**src/rtl/hazard_detection_unit.sv**
```systemverilog
// Stall/flush controller for the 5-stage pipeline: load-use, branch-operand and
// data-memory-wait hazards, with saturating statistics and a dmem watchdog.
module hazard_detection_unit #(
   parameter int unsigned CNT_W    = 16,
   parameter int unsigned MAX_WAIT = 64
) (
   input  logic             clk,
   input  logic             rst_n,
   input  logic [4:0]       ID_reg_rs,
   input  logic [4:0]       ID_reg_rt,
   input  logic             ID_uses_rt,
   input  logic             ID_branch,
   input  logic             branch_taken,
   input  logic [4:0]       ID_EX_reg_rd,
   input  logic             ID_EX_regWrite,
   input  logic             ID_EX_memRead,
   input  logic [4:0]       EX_MEM_reg_rd,
   input  logic             EX_MEM_memRead,
   input  logic             dmem_busy,
   output logic             pc_write,
   output logic             IF_ID_write,
   output logic             ID_EX_bubble,
   output logic             IF_ID_flush,
   output logic             pipe_hold,
   output logic [CNT_W-1:0] stall_count,
   output logic [CNT_W-1:0] flush_count,
   output logic             mem_timeout,
   output logic [1:0]       hz_state
);

   localparam int unsigned WAIT_W = $clog2(MAX_WAIT + 1);

   typedef enum logic [1:0] {
      RUN        = 2'd0,
      DATA_STALL = 2'd1,
      MEM_WAIT   = 2'd2
   } hz_state_t;

   hz_state_t         state;
   logic [WAIT_W-1:0] wait_cnt;
   logic              ex_match, mem_match;
   logic              load_use, br_alu, br_load;
   logic              data_stall, freeze;

   always_comb begin
      ex_match  = (ID_EX_reg_rd != '0) &&
                  ((ID_EX_reg_rd == ID_reg_rs) || (ID_uses_rt && (ID_EX_reg_rd == ID_reg_rt)));
      mem_match = (EX_MEM_reg_rd != '0) &&
                  ((EX_MEM_reg_rd == ID_reg_rs) || (ID_uses_rt && (EX_MEM_reg_rd == ID_reg_rt)));
      load_use   = ID_EX_memRead && ex_match;
      br_alu     = ID_branch && ID_EX_regWrite && !ID_EX_memRead && ex_match;
      br_load    = ID_branch && EX_MEM_memRead && mem_match;
      data_stall = load_use || br_alu || br_load;
      freeze     = dmem_busy;
   end

   // Reset forces a bubble with everything else disabled, independent of the inputs.
   always_comb begin
      pc_write     = 1'b0;
      IF_ID_write  = 1'b0;
      ID_EX_bubble = 1'b0;
      IF_ID_flush  = 1'b0;
      pipe_hold    = 1'b0;
      if (!rst_n) begin
         ID_EX_bubble = 1'b1;
      end else if (freeze) begin
         pipe_hold = 1'b1;
      end else if (data_stall) begin
         ID_EX_bubble = 1'b1;
      end else begin
         pc_write    = 1'b1;
         IF_ID_write = 1'b1;
         IF_ID_flush = ID_branch && branch_taken;
      end
   end

   always_ff @(posedge clk or negedge rst_n) begin
      if (!rst_n) begin
         state       <= RUN;
         stall_count <= '0;
         flush_count <= '0;
         wait_cnt    <= '0;
         mem_timeout <= 1'b0;
      end else begin
         if (freeze)          state <= MEM_WAIT;
         else if (data_stall) state <= DATA_STALL;
         else                 state <= RUN;

         if (data_stall && !freeze && (stall_count != '1))
            stall_count <= stall_count + 1'b1;
         if (IF_ID_flush && (flush_count != '1))
            flush_count <= flush_count + 1'b1;

         if (dmem_busy) begin
            if (wait_cnt != WAIT_W'(MAX_WAIT))
               wait_cnt <= wait_cnt + 1'b1;
            if (wait_cnt == WAIT_W'(MAX_WAIT - 1))
               mem_timeout <= 1'b1;
         end else begin
            wait_cnt <= '0;
         end
      end
   end

   assign hz_state = state;

endmodule

```
**config.mk**
```make
export PLATFORM = sky130hd
export DESIGN_NAME = hazard_detection_unit
export DESIGN_NICKNAME = d
export VERILOG_FILES = /design/src/rtl/hazard_detection_unit.sv
export SDC_FILE = /design/constraint.sdc
export NUM_CORES = 1
export LEC_CHECK = 0
export ABC_AREA = 1
export BUFFER_PORTS_ARGS = -buffer_cell sky130_fd_sc_hd__buf_2
export CAP_MARGIN = 20
export CORE_ASPECT_RATIO = 0.7
export CORE_MARGIN = 3
export CORE_UTILIZATION = 49
export CTS_BUF_LIST = sky130_fd_sc_hd__clkbuf_16
export DETAILED_ROUTE_END_ITERATION = 16
export GPL_ROUTABILITY_DRIVEN = 0
export PLACE_DENSITY = 0.74
export SETUP_SLACK_MARGIN = 0.2
export SLEW_MARGIN = 20
export SYNTH_ARGS = -nofsm -noshare
export SYNTH_HDL_FRONTEND = slang
export SYNTH_SLANG_ARGS = --single-unit
```
**constraint.sdc**
```tcl
create_clock -name clk -period 1.7 [get_ports clk]
set_clock_uncertainty 0.05 [all_clocks]
set_input_delay 0.085 -clock clk [delete_from_list [all_inputs] [get_ports clk]]
set_output_delay 0.085 -clock clk [all_outputs]
set_load 0.02 [all_outputs]
```
# --- Word-level counts from Yosys, hierarchy flattened ---
# Cells that the tools add are included.
word_totals:
  input_bits: 29
  wordCells: 55
  ff_bits: 42
op_classes:
  n_reduce_logical: 23
  n_mux: 15
  addsub: 3
  n_eq_ne: 9
ops:
  columns: ["operator", "count"]
  rows:
  - ["adder 16 x 1 -> 16 bit, second input constant", 2]
  - ["inequality test 16 bit, second input constant", 2]
  - ["equality test 5 bit", 4]
  - ["logical AND 1 bit", 14]
  - ["2-to-1 mux 7 bit", 2]
  - ["2-to-1 mux 1 bit", 12]
  - ["nonzero test 5 bit", 2]
  - ["adder 7 x 1 -> 7 bit, second input constant", 1]
  - ["equality test 7 x 6 -> 1 bit, second input constant", 1]
  - ["inequality test 7 bit, second input constant", 1]
  - ["logical OR 1 bit", 4]
  - ["logical NOT 1 bit", 2]
  - ["2-to-1 mux 2 bit", 1]
  - ["inequality test 2 x 1 -> 1 bit, second input constant", 1]
  - ["AND reduction 2 bit", 1]

# --- Depth between registers and ports, before layout ---
depth:
  word_depth: 11
  mapped_depth: 14

# --- Worst setup path after synthesis ---
# Ideal clock, no wire load.
synth_path:
  path_kind: "register to register"
  startpoint: "reg flush_count[0]"
  endpoint: "reg flush_count[13]"
  period_less_slack_ns: 1.761
  setup_time_ns: 0.118
  arrival_time_ns: 1.594
  path_slack_ns: -0.061
  stages_incl_launch_ff: 10
  required_time_ns: 1.532
  path_cell_list: "dfrtp_1 -> ha_1 -> nand3_2 -> nor2_4 -> nand4_2 -> clkinv_1 -> nand2_4 -> buf_2 -> nand4_1 -> nand2_1"
synth_via:
  elab_chain_len: 2
  word_cells_on_any_way: 3
  cone_classes: "add/sub (1); eq/ne (1); reduce/logical (1)"
synth_rtl:
  columns: ["item", "line", "text"]
  rows:
  - ["start, declared", "26", "output logic [CNT_W-1:0] flush_count,"]
  - ["start signal, assigned", "92", "flush_count <= flush_count + 1'b1;"]
  - ["branches (longest 2 deep; another with adder 16 x 1 -> 16 bit)", null, null]
# Parallel ways; which one is timed is not known.
# A chain may end at the register's enable or synchronous reset.

# --- Worst setup path in the final report ---
layout_path:
  startpoint: "reg stall_count[9]"
  endpoint: "reg stall_count[12]"
layout_via:
  elab_chain_len: 2
  word_cells_on_any_way: 3
  cone_classes: "add/sub (1); eq/ne (1); reduce/logical (1)"
layout_rtl:
  columns: ["item", "line", "text"]
  rows:
  - ["start, declared", "25", "output logic [CNT_W-1:0] stall_count,"]
  - ["start signal, assigned", "90", "stall_count <= stall_count + 1'b1;"]
  - ["branches (longest 2 deep; another with adder 16 x 1 -> 16 bit)", null, null]
# Parallel ways; which one is timed is not known.

==> out/results.ini <==
[run_status]
status=finished clean

[setup_path]
worst_setup_path_startpoint=stall_count[9]$_DFFE_PN0P_
path_class=flip-flop to flip-flop
critical_path.endpoint_type=flip-flop
timing.critical_path.from_type=flip-flop
endpoint=stall_count[12]$_DFFE_PN0P_
worstPathMaxFanout=4
critPathArrivalTime_ns=1.80
worst-r2r-cell-count=8
reg2reg_to=stall_count[12]$_DFFE_PN0P_
minimum_setup_slack_among_reg_to_reg_paths_ns=0.02
timing.critical_path.required_ns=1.82
worstReg2RegStart=stall_count[9]$_DFFE_PN0P_

[drt]
dr_total_vias=3194
drc_errors=0
wirelength_um=8910
ant_nets=0
via_per_inst=5.36
initialDrtViolationCount=254
detail_route.first_pass.iterations=4
routedWlPerCell_um=14.9

[floorplan]
top_level_ports=69
fp.dieArea_mm2=0.00695
fp.coreArea_mm2=0.00551
initial_util=0.531
num_rows=22
die_y_um=70.6
die-width_um=98.4

[timing]
setup_repair_after_global_routing_missed_its_margin=yes
fmax_mhz=595
report.final.slew_viol_count=0
timing_worst_slew_pin_value_ns=0.517
fin_crit_sh=0.988
timing.final.hold_violations=0
setup-tns-final_ns=0
setup_viol=0
slew-limit-headroom=0.655
post-route-min-period_ns=1.68

[cells_and_area]
drive_gt1_frac=0.363
fillers=436
diodes=0
final_nets=556
areaGrowthSynthToFinish_pct=37.9

[logic_synthesis]
synth_top_family_by_area=simple AND/OR/NAND/NOR gates
syn_area_per_cell_um2=7.00
top_post_synthesis_cells_by_area=dfrtp_1 36%, nand2_1 20%, nand3_1 6.2%
synthSimpleGateAreaFrac=0.436
synthXorXnorAreaFrac=0.0838
synth.yosys.warnings=0
yosys.area.top_type_share=0.359
asyncSetResetFlopFracSynth=1.00
syn_nets=451
synth_top_flop_cell=dfrtp_1
number_of_synthesized_flops_with_an_enable_pin=0
share_of_the_synthesized_area_in_compound_gates_ao_oa_aoi_oai=0.0201
ys_seq_area_frac=0.359
syn_inst=418
synth.mux.area_fraction=0
post_synth_fa_ha_maj_area_fraction=0.0171
yosysUniqueCellTypes=31
synth_area_mm2=0.00293
synth-seq-cells=42
yosys.area.top_type=dfrtp_1

[grt]
gr_overflow_total=0
wire_length_of_the_first_global_routing_pass_um=14100
grt_max_degree=42
first_global_vias=2857
globalRouteTotalUtil=0.244
grt_antenna_before_repair=0

[power_and_ir_drop]
seq_power_share=0.419
switching_share_of_total_power=0.320
power.leakage_uw=0.00218
combinationalPowerShare=0.262
power.ir.vdd_worst_mv=0.420
power_density_mw_per_mm2=701
p_sw_uw=904
totalPowerFinal_uw=2830
p_clk_frac=0.319
cell_internal_pwr_uw=1920

[cts]
sinks_on_the_clock_net=42
cts-htree-levels=2
cts_made_buffers=5
cts.clk_slew.worst_paths_ns=0.06
clock_latency_ns=0.28
tritoncts=built
cts.root.buffer_cell=clkbuf_16
clockBufferDepth=2

[flow_run]
cap_violations=0

[placed_design]
place_hpwl_um=5690
io_buffers=68

[hold_path]
hold_class=input port to flip-flop

metrics by stage:
stage | util | instance area, um^2 | setup WS [ns] | cells | hold slack (ns)
after floorplan | - | 2990 | 0.107 | 418 | -0.261
after global placement | 0.623 | 3430 | 0.00961 | 561 | -0.132
after detailed placement | 0.623 | 3430 | 0.0177 | 561 | -0.133
after CTS | 0.700 | 3850 | 0.162 | 589 | 0.0663
after global routing | 0.733 | 4030 | -0.0536 | 596 | 0.0935
final | 0.733 | 4030 | 0.0200 | 596 | 0.0615
cell families after synthesis:
group,Yosys count
AOI/OAI and AO/OA,11
and+or+nand+nor,278
DFF,42
adders and majority gates,4
xor gates and xnor gates,28
buffers and inverters,55
cells in the mapped netlist, types with 2 or more instances:
library cell / count
inv_1: 39
nor3_1: 7
buf_2: 2
dfrtp_1: 42
o21ai_0: 4
nand3_2: 2
inv_2: 4
clkinv_1: 3
nand3b_1: 3
xnor2_1: 15
nand2_1: 159
nor4_1: 3
nor2_1: 38
a21oi_1: 5
nand4_1: 18
xor2_1: 13
ha_1: 4
nand3_1: 36
buf_4: 2
nor2_4: 2
buf_6: 3
nand2_4: 5
cell type report:
class,instances,area [um^2],share of cell area
clock buffers,5,125,0.0310
clock inverters,3,13.8,0.00341
inverters,47,189,0.0468
multi-input cells,327,1940,0.482
flip-flops and latches,42,1070,0.264
well taps,72,90.1,0.0223
repair buffers,100,607,0.150
cells in the final DEF (no fill, tap or decap), types with 2 or more instances in the layout:
cell           instances
nand2_1              127
buf_2                 66
inv_1                 39
nand3_1               34
nor2_1                32
nand2_2               31
dfrtp_1               30
buf_4                 30
nand4_1               18
xnor2_1               15
xor2_1                13
dfrtp_2               12
nand2_4                8
nor3_1                 6
nor2_2                 6
inv_2                  5
nand3_4                5
a21oi_1                5
clkbuf_16              5
nand2_8                4
o21ai_0                4
nand3b_1               3
clkinv_4               2
nor2_4                 2
ha_4                   2
ha_1                   2
clkinv_2               2
dlygate4sd3_1          2
power by group through the flow:
stage	registers (uW)	logic, uW	clock network [uW]
2_1_floorplan	1280	283	0
3_3_place_gp	1210	540	0
3_5_place_dp	1220	552	0
4_1_cts	1180	682	914
5_1_grt	1200	808	951
6_report	1190	740	903
worst min-delay path by stage:
| stage | startpoint | to | slack (ns) | cells after the start |
|---|---|---|---|---|
| final | dmem_busy | wait_cnt[0]$_DFFE_PN0P_ | 0.06 | 3 |
| after global routing | dmem_busy | wait_cnt[0]$_DFFE_PN0P_ | 0.09 | 3 |
| after CTS | dmem_busy | wait_cnt[0]$_DFFE_PN0P_ | 0.07 | 3 |
| after detailed placement | rst_n | mem_timeout$_DFFE_PN0P_ | -0.13 | 1 |
| after global placement | rst_n | mem_timeout$_DFFE_PN0P_ | -0.13 | 1 |
| after floorplan | rst_n | flush_count[0]$_DFFE_PN0P_ | -0.26 | 0 |
per-layer routing:
layer,vias to the layer above,track usage,share of wire
li1,1546,-,-
met1,1488,0.368,0.45
met2,150,0.365,0.46
met3,10,0.0473,0.084
met4,0,0.0470,0.0073
met5,-,0,0
registers in the layout, indices dropped and copies added (netlist names):
signal and cells:
mem_timeout 1, hz_state 2, wait_cnt 7, flush_count 16
stall_count 16
critical path, stage by stage (launching register included):
cell     delay (ns)
dfrtp_1        0.40
inv_1          0.11
nor3b_2        0.23
nand4_1        0.23
buf_4          0.21
nor2_2         0.12
nand2_1        0.09
nand2_1        0.08
nand2_1        0.05
timing repair:
action / 4_1_cts / 5_1_grt
setup endpoints to repair: 33 / 37
setup buffers: 12 / 7
resized for setup: 23 / 47
hold buffers: 2 / 0
gates cloned: 6 / 0
pin swaps: 10 / 17
endpoints found under the hold margin: 43 / 0
Power figures use the tool's default switching activity.
